--- config.mk ---
export PLATFORM = sky130hd
export DESIGN_NAME = fetch_stall_ctrl
export DESIGN_NICKNAME = d
export VERILOG_FILES = /design/src/rtl/core_pkg.sv /design/src/rtl/if_id_reg.sv /design/src/rtl/fetch_stall_ctrl.sv
export SDC_FILE = /design/constraint.sdc
export NUM_CORES = 1
export LEC_CHECK = 0
export ABC_CLOCK_PERIOD_IN_PS = 3100
export CORE_ASPECT_RATIO = 0.6
export CORE_MARGIN = 2
export CORE_UTILIZATION = 60
export CTS_CLUSTER_DIAMETER = 30
export DETAILED_ROUTE_END_ITERATION = 7
export DONT_BUFFER_PORTS = 1
export PLACE_DENSITY = 0.83
export SLEW_MARGIN = 20
export SYNTH_ARGS = -nofsm -noshare
export SYNTH_HDL_FRONTEND = slang
export SYNTH_SLANG_ARGS = --single-unit
--- constraint.sdc ---
create_clock -name clk -period 3.1 [get_ports clk]
set_input_delay 0.775 -clock clk [delete_from_list [all_inputs] [get_ports clk]]
set_output_delay 0.775 -clock clk [all_outputs]
set_load 0.005 [all_outputs]
--- src/rtl/core_pkg.sv ---
// Shared definitions for the RV32I core front end.
// Holds the canonical NOP encoding, XLEN and the stall FSM state type.
package core_pkg;

    localparam int XLEN = 32;

    localparam logic [XLEN-1:0] NOP_INSTR = 32'h0000_0013;

    typedef enum logic {
        RUN,
        STALL
    } stall_state_e;

endpackage

--- src/rtl/if_id_reg.sv ---
// IF/ID pipeline register: instruction, PC, PC+4 and valid.
// clr loads a NOP bubble and wins over en; en low holds the contents.
module if_id_reg
    import core_pkg::*;
(
    input  logic            clk,
    input  logic            rst,
    input  logic            en_i,
    input  logic            clr_i,
    input  logic [XLEN-1:0] instr_i,
    input  logic [XLEN-1:0] pc_i,
    input  logic [XLEN-1:0] pc_plus4_i,
    output logic [XLEN-1:0] instr_o,
    output logic [XLEN-1:0] pc_o,
    output logic [XLEN-1:0] pc_plus4_o,
    output logic            valid_o
);

    logic [XLEN-1:0] instr_q;
    logic [XLEN-1:0] pc_q;
    logic [XLEN-1:0] pc_plus4_q;
    logic            valid_q;

    always_ff @(posedge clk) begin
        if (rst || clr_i) begin
            instr_q    <= NOP_INSTR;
            pc_q       <= '0;
            pc_plus4_q <= '0;
            valid_q    <= 1'b0;
        end else if (en_i) begin
            instr_q    <= instr_i;
            pc_q       <= pc_i;
            pc_plus4_q <= pc_plus4_i;
            valid_q    <= 1'b1;
        end
    end

    assign instr_o    = instr_q;
    assign pc_o       = pc_q;
    assign pc_plus4_o = pc_plus4_q;
    assign valid_o    = valid_q;

endmodule

--- src/rtl/fetch_stall_ctrl.sv ---
// Front-end control: fetch PC, IF/ID register, stall/flush handling,
// performance counters and a watchdog on over-long stall runs.
module fetch_stall_ctrl
    import core_pkg::*;
#(
    parameter logic [31:0] RESET_PC  = 32'h0000_0000,
    parameter int          CNT_W     = 32,
    parameter int          STALL_MAX = 3
) (
    input  logic             clk,
    input  logic             rst,
    input  logic             stall,
    input  logic             branch_taken_E,
    input  logic [31:0]      branch_target_E,
    input  logic [31:0]      instr_F,
    output logic [31:0]      pc_F,
    output logic [31:0]      instr_D,
    output logic [31:0]      pc_D,
    output logic [31:0]      pc_plus4_D,
    output logic             valid_D,
    output logic             flush_E,
    output logic [CNT_W-1:0] stall_cnt,
    output logic [CNT_W-1:0] flush_cnt,
    output logic             stall_err
);

    localparam int RUN_W = $clog2(STALL_MAX + 2);
    localparam logic [RUN_W-1:0] RUN_LIM = RUN_W'(STALL_MAX + 1);

    logic             stall_eff;
    logic [31:0]      pc_q, pc_d;
    logic [31:0]      pc_plus4;
    stall_state_e     state_q;
    logic [RUN_W-1:0] run_q, run_d;
    logic [CNT_W-1:0] stall_cnt_q;
    logic [CNT_W-1:0] flush_cnt_q;
    logic             err_q;

    // A bubble in D never has real source operands, so it cannot stall.
    assign stall_eff = stall & valid_D;
    assign flush_E   = branch_taken_E | stall_eff;
    assign pc_plus4  = pc_q + 32'd4;

    always_comb begin
        pc_d = pc_plus4;
        if (branch_taken_E) begin
            pc_d = branch_target_E;
        end else if (stall_eff) begin
            pc_d = pc_q;
        end
    end

    always_ff @(posedge clk) begin
        if (rst) begin
            pc_q <= RESET_PC;
        end else begin
            pc_q <= pc_d;
        end
    end

    always_comb begin
        run_d = RUN_W'(1);
        if (state_q == STALL) begin
            run_d = (run_q == RUN_LIM) ? RUN_LIM : run_q + RUN_W'(1);
        end
    end

    always_ff @(posedge clk) begin
        if (rst) begin
            state_q     <= RUN;
            run_q       <= '0;
            stall_cnt_q <= '0;
            flush_cnt_q <= '0;
            err_q       <= 1'b0;
        end else begin
            if (stall_eff && !branch_taken_E) begin
                state_q     <= STALL;
                run_q       <= run_d;
                stall_cnt_q <= stall_cnt_q + CNT_W'(1);
                if (run_d == RUN_LIM) begin
                    err_q <= 1'b1;
                end
            end else begin
                state_q <= RUN;
                run_q   <= '0;
            end
            if (branch_taken_E) begin
                flush_cnt_q <= flush_cnt_q + CNT_W'(1);
            end
        end
    end

    if_id_reg u_if_id (
        .clk        (clk),
        .rst        (rst),
        .en_i       (!stall_eff),
        .clr_i      (branch_taken_E),
        .instr_i    (instr_F),
        .pc_i       (pc_q),
        .pc_plus4_i (pc_plus4),
        .instr_o    (instr_D),
        .pc_o       (pc_D),
        .pc_plus4_o (pc_plus4_D),
        .valid_o    (valid_D)
    );

    assign pc_F      = pc_q;
    assign stall_cnt = stall_cnt_q;
    assign flush_cnt = flush_cnt_q;
    assign stall_err = err_q;

endmodule

==> results of run 1 <==
==> cells by family (layout without fill, tap and decap cells) <==
kind of cell             count (synthesis)  count (layout)  synth area share (%)
AO/OA/AOI/OAI                          161             161                  10.5
XOR/XNOR                               101             101                  10.5
adder cells (fa/ha/maj)                  5               5                 0.744
buffers and inverters                   85              54                  4.43
flip-flops                             196             196                  46.7
multiplexers                             8               8                 0.997
AND/OR/NAND/NOR                        459             459                  26.2
==> through the flow <==
step                hold slack (ns)  worst slack (ns)  total power [mW]
detailed placement            0.465             0.726              2.99
global route                  0.403             0.477              5.26
global placement              0.456             0.840              2.98
floorplan                     0.432             0.751              2.93
CTS                           0.403             0.693              5.12
finish                        0.426             0.675              5.09
==> power by group through the flow <==
stage | clock, mW | combinational (mW) | sequential [mW]
floorplan | 0 | 0.221 | 2.71
global placement | 0 | 0.215 | 2.76
detailed placement | 0 | 0.221 | 2.76
CTS | 2.19 | 0.223 | 2.71
global route | 2.29 | 0.252 | 2.72
finish | 2.16 | 0.222 | 2.71
==> Yosys cell counts (12+ instances only) <==
library cell / n / area share [%]
xnor2_1: 64 / 6.7
a211oi_1: 15 / 1.3
buf_2: 18 / 1.1
nand4_1: 29 / 2.2
inv_1: 12 / 0.54
a21oi_1: 92 / 5.5
and4_1: 13 / 1.4
nor4_1: 23 / 1.7
clkbuf_1: 44 / 2.0
dfxtp_1: 196 / 47
nand3_1: 40 / 2.4
nand2_1: 188 / 8.4
o21ai_0: 38 / 2.3
xor2_1: 37 / 3.9
nor2_1: 99 / 4.4
and3_1: 15 / 1.1
nor3_1: 22 / 1.3
==> worst register-to-register path, stage by stage (launching register included) <==
cell and delay [ns]:
dfxtp_1 0.55, and3_1 0.42, nand4_2 0.46, nor4_1 0.54
xnor2_1 0.20, o22ai_1 0.12
==> metal layers <==
metal / wire length [um] / vias to the layer above
met5: 0 / -
met4: 242 / 0
met3: 2190 / 21
met2: 10100 / 268
met1: 9890 / 3330
li1: - / 3367
==> registers in the layout, indices dropped and copies added (netlist names) <==
| register | count |
|---|---|
| u_if_id.valid_o | 1 |
| flush_cnt | 32 |
| u_if_id.instr_o | 32 |
| u_if_id.pc_plus4_o | 32 |
| stall_err | 1 |
| pc_F | 32 |
| stall_cnt | 32 |
| u_if_id.pc_o | 30 |
| run_q | 3 |
| state_q | 1 |
==> final cells by class <==
type                            count  area [um^2]
Sequential cell                   196         3920
Clock buffer                       17          425
Tap cell                          192          240
Timing Repair Buffer               10         75.1
Clock inverter                     14          143
Fill cell                        1173         4690
Multi-Input combinational cell    734         4120
Inverter                           13         48.8
==> final timing paths <==
check | startpoint | end | slack, ns | cells after the start
min reg2reg | u_if_id.instr_o[29] | u_if_id.instr_o[29] | 0.47 | 2
max reg2reg | pc_F[6] | pc_F[31] | 0.67 | 5
max | pc_F[6] | pc_F[31] | 0.67 | 5
min | rst | stall_cnt[28] | 0.43 | 1
==> flow_summary.yaml, run 1 <==
clock_tree:
  clock_sink_count: 196
  worstSkewPairLatency_ns: 0.42
  ctsHoldBuffers: 0
  number_of_buffers_between_clock_root_and_the_deepest_sink: 2
  clk_transition_reported_paths_ns: 0.07
  htreeDepth: 4
  post_cts_resized: 0
  cts_made_buffers: 17
  cts-root-buf: "clkbuf_16"
  tritoncts: "yes"
  post_cts_setup_buffer_count: 0
placement:
  gp_weighted_congestion: 0.891
  io_buffers: 0
  place_area_um2: 8410
  numPlacedInstances: 1145
  place.detailed.hpwl_um: 15600
pwr:
  pwr-share-comb_pct: 4.4
  switching_share_pct: 25.1
  power.share.sequential_pct: 53.2
  power_leakage_nw: 3.13
  power_per_cell_area_nw_per_um2: 567
  power_frac_clock_pct: 42.4
  cellInternalPower_mw: 3.81
  netSwitchingPower_mw: 1.28
  worst_vdd_rail_ir_drop_mv: 0.388
run:
  drv.max_cap_violation_count: 0
floorplan:
  die_h_um: 95.7
  die_w_um: 157
  start_util_pct: 61.5
  fp.coreArea_um2: 13700
  fp.dieArea_um2: 15000
  placement_rows: 33
  boundaryPins: 263
setup_path:
  cp_max_fo: 15
  setup.worst_path.class: "reg2reg"
  cp_top_family: "simple AND/OR/NAND/NOR gates"
  critical-path-slowest-cell: "dfxtp_1"
  worst_ep_arrival_time_ns: 2.69
  crit_path_required_time_ns: 3.37
  worst_path_largest_cell_delay_ns: 0.55
  timing.critical_path.cells: "and3_1, nand4_2, nor4_1, xnor2_1, o22ai_1"
  type_of_origin_of_the_critical_path: "flip-flop"
  path_buf_inv: 0
  crit_path_end_kind: "flip-flop"
grt:
  grt_overflow_total: 0
  grt_antenna_before_repair: 0
  met2_usage_in_global_routing_pct: 45.8
  vias_in_the_first_global_route: 6373
  grt_busiest_layer: "met2"
  use_met1_pct: 38.5
  grt_max_degree: 99
  wire_length_of_the_first_global_routing_pass_um: 34300
  track_usage_pct: 29.0
  grt_met3_usage_pct: 10.0
final_layout:
  finalInstanceArea_um2: 8980
  number_of_antenna_repair_diodes: 0
  drive_above_1_share_pct: 6.00
  layout.cells.most_common: "dfxtp_1"
  num-nets-final: 1045
  finish.utilization_pct: 65.7
  syn2layout_area_growth_pct: 6.77
  fin_cells: 1176
  most-common-layout-cells: "dfxtp_1 (196), nand2_1 (187), nor2_1 (99), a21oi_1 (92), xnor2_1 (64)"
synthesis:
  netlist_area_um2: 8410
  yosysSeqAreaShare_pct: 46.7
  ys_ff_latch: 196
  mappedNetlistNets: 1088
  synth.yosys.warnings: 0
  syn_avg_cell_area_um2: 8.29
  number_of_synthesized_flops_with_an_enable_pin: 0
  async_flop_share_pct: 0
  synthCells: 1015
  yosys_most_used_dff: "dfxtp_1"
  ys_types: 49
sta:
  worst_slew_pin_slew_ns: 0.667
  relative_max_transition_margin_pct: 55.1
  slew_violations: 0
  total_neg_setup_slack_ns: 0
  clock-skew-final_ns: 0.0117
  period_needed_ns: 2.43
  fmax_mhz: 412
  min_period_over_period_pct: 78.2
  total_count_of_hold_check_failures_in_the_final_report: 0
  final-setup-viol-count: 0
  grt_setup_unrepaired: "no"
drt:
  drt_pass1_iterations: 5
  wl_per_cell_um: 19.1
  dr_total_vias: 6986
  route.final.wire_length_um: 22400
  remaining_antenna_violation_count: 0
  dr.first_iter.drc_count: 561
  route.detailed.drc: 0
  vias_per_cell: 5.94
min_path:
  worstHoldPathType: "in2reg"
status:
  run_status: "finished clean"
Note: power is estimated with default switching activity, not from simulation.
==> inputs of run 2 (changes only) <==
--- a/config.mk
+++ b/config.mk
@@ -5,14 +5,14 @@
 export SDC_FILE = /design/constraint.sdc
 export NUM_CORES = 1
 export LEC_CHECK = 0
-export ABC_CLOCK_PERIOD_IN_PS = 3100
+export ABC_CLOCK_PERIOD_IN_PS = 2000
 export CORE_ASPECT_RATIO = 0.6
 export CORE_MARGIN = 2
-export CORE_UTILIZATION = 60
+export CORE_UTILIZATION = 57
 export CTS_CLUSTER_DIAMETER = 30
 export DETAILED_ROUTE_END_ITERATION = 7
 export DONT_BUFFER_PORTS = 1
-export PLACE_DENSITY = 0.83
+export PLACE_DENSITY = 0.82
 export SLEW_MARGIN = 20
 export SYNTH_ARGS = -nofsm -noshare
 export SYNTH_HDL_FRONTEND = slang
==> constraint.sdc (replaced) <==
create_clock -name clk -period 2 [get_ports clk]
set_input_delay 0.5 -clock clk [delete_from_list [all_inputs] [get_ports clk]]
set_output_delay 0.5 -clock clk [all_outputs]
set_load 0.005 [all_outputs]
==> run 2 against run 1 <==
Via count rose by 4.4%. Total power increased by 57%. Worst hold slack worse by 0.28 ns. Non-clock buffer count is 78 higher. Largest power group unchanged.
==> flow_summary.yaml, run 2 (synthesized netlist as in run 1, its figures left out) <==
setup_path:
  worst_r2r_startpoint: "pc_F[18]"
  cp_top_family: "simple AND/OR/NAND/NOR gates"
  worstSetupStartpoint: "pc_F[18]"
  cp_max_fo: 7
  crit_path_required_time_ns: 2.33
  type_of_origin_of_the_critical_path: "flip-flop"
  worst_path_largest_cell_delay_ns: 0.52
  r2r.worst_path.cells: 5
  setup.worst_path.class: "reg2reg"
  path_buf_inv: 0
  worst_setup_path_endpoint: "pc_F[22]"
  critical-path-slowest-cell: "dfxtp_1"
  crit_path_end_kind: "flip-flop"
  ff2ff_setup_slack_ns: 0.06
  number_of_cells_on_the_critical_path: 5
  timing.critical_path.cells: "nand3_1, nor4_1, nand4_1, xor2_1, a211oi_1"
  worst_ep_arrival_time_ns: 2.28
  r2r_end: "pc_F[22]"
grt:
  grt_max_degree: 99
  vias_in_the_first_global_route: 6673
  grt_busiest_layer: "met2"
  grt_overflow_total: 0
  grt_antenna_before_repair: 2
  track_usage_pct: 29.5
  met2_usage_in_global_routing_pct: 45.3
  use_met1_pct: 39.4
  grt_met3_usage_pct: 11.3
  wire_length_of_the_first_global_routing_pass_um: 37100
floorplan:
  fp.coreArea_um2: 14500
  placement_rows: 34
  boundaryPins: 263
  die_w_um: 161
  start_util_pct: 58.1
  fp.dieArea_um2: 15800
  die_h_um: 98.1
clock_tree:
  tritoncts: "yes"
  cts_made_buffers: 17
  cts-root-buf: "clkbuf_16"
  clk_transition_reported_paths_ns: 0.07
  worstSkewPairLatency_ns: 0.43
  htreeDepth: 4
  clock_sink_count: 196
  number_of_buffers_between_clock_root_and_the_deepest_sink: 2
final_layout:
  finish.utilization_pct: 66.6
  fin_cells: 1261
  number_of_antenna_repair_diodes: 0
  fillCellCount: 1235
  layout.cells.most_common: "dfxtp_1"
  syn2layout_area_growth_pct: 14.6
  most-common-layout-cells: "dfxtp_1 (195), nand2_1 (187), nor2_1 (99), a21oi_1 (92), buf_4 (88)"
  num-nets-final: 1123
  drive_above_1_share_pct: 13.6
sta:
  postLayoutSetupSlackWorst_ns: 0.0569
  worst_slew_pin_slew_ns: 0.655
  relative_max_transition_margin_pct: 56.2
  total_count_of_hold_check_failures_in_the_final_report: 0
  period_needed_ns: 1.94
  fmax_mhz: 515
  min_period_over_period_pct: 97.2
  final-setup-viol-count: 0
  grt_setup_unrepaired: "yes"
  clock-skew-final_ns: 0.0130
  slew_violations: 0
  total_neg_setup_slack_ns: 0
min_path:
  worstHoldPathType: "in2reg"
placement:
  gp_weighted_congestion: 0.879
  place_ws_ns: 0.0191
  numPlacedInstances: 1226
  place.detailed.hpwl_um: 17300
  io_buffers: 0
drt:
  wl_per_cell_um: 18.8
  route.detailed.drc: 0
  vias_per_cell: 5.78
  remaining_antenna_violation_count: 0
  dr.first_iter.drc_count: 470
  route.final.wire_length_um: 23700
  dr_total_vias: 7291
  drt_pass1_iterations: 5
pwr:
  power_leakage_nw: 3.53
  worst_vdd_rail_ir_drop_mv: 0.492
  power_per_cell_area_nw_per_um2: 827
run:
  drv.max_cap_violation_count: 0
status:
  run_status: "finished clean"
[run 2: cell types whose count changed in the layout (fill, tap and decap cells not counted), sizes merged]
cell,change
clkinv,-2
bufinv,-1
clkinvlp,+2
clkbuf,+3
inv,-1
buf,+78
[run 2: through the flow]
stage	power, mW	instance area [um^2]	hold slack, ns
final	7.97	9640	0.142
after global routing	8.22	9640	0.126
after CTS	8.00	9570	0.124
after detailed placement	4.70	8980	0.464
after global placement	4.69	8980	0.457
after floorplan	4.55	8410	0.432
[run 2: what timing repair did]
item	4_1_cts	5_1_grt
endpoints found under the setup margin	1	12
resized for setup	1	8
pin swaps	0	1
hold buffers	0	0
buffers inserted	0	3
[run 2: cell type report]
type | count | area (um^2) | area share, %
well taps | 198 | 248 | 2.57
multi-input cells | 734 | 4180 | 43.3
clock buffers | 20 | 467 | 4.84
flip-flops and latches | 196 | 3930 | 40.7
clock inverters | 12 | 111 | 1.16
inverters | 13 | 48.8 | 0.506
repair buffers | 88 | 661 | 6.86
[run 2: worst min path at each step]
stage	startpoint	end	slack, ns	depth (start not counted)
after floorplan	state_q	run_q[0]	0.43	1
after global placement	u_if_id.instr_o[24]	u_if_id.instr_o[24]	0.46	2
after detailed placement	u_if_id.instr_o[24]	u_if_id.instr_o[24]	0.46	2
after CTS	rst	stall_cnt[20]	0.12	1
after global routing	rst	stall_cnt[13]	0.13	1
final	rst	stall_cnt[14]	0.14	1
[run 2: per-layer routing]
layer  up-vias  part of all wire [%]  wire length, um
met5         -                  0.12               28
met3        32                    10             2410
li1       3528                     -                -
met1      3420                    44            10500
met2       307                    44            10500
met4         4                   1.3              303
[run 2: report_power, final]
| part | switching (mW) | total (mW) | internal (mW) |
|---|---|---|---|
| Combinational | 0.308 | 0.502 | 0.194 |
| Clock | 1.60 | 3.34 | 1.74 |
| Sequential | 0.106 | 4.12 | 4.02 |
| Total | 2.02 | 7.97 | 5.96 |
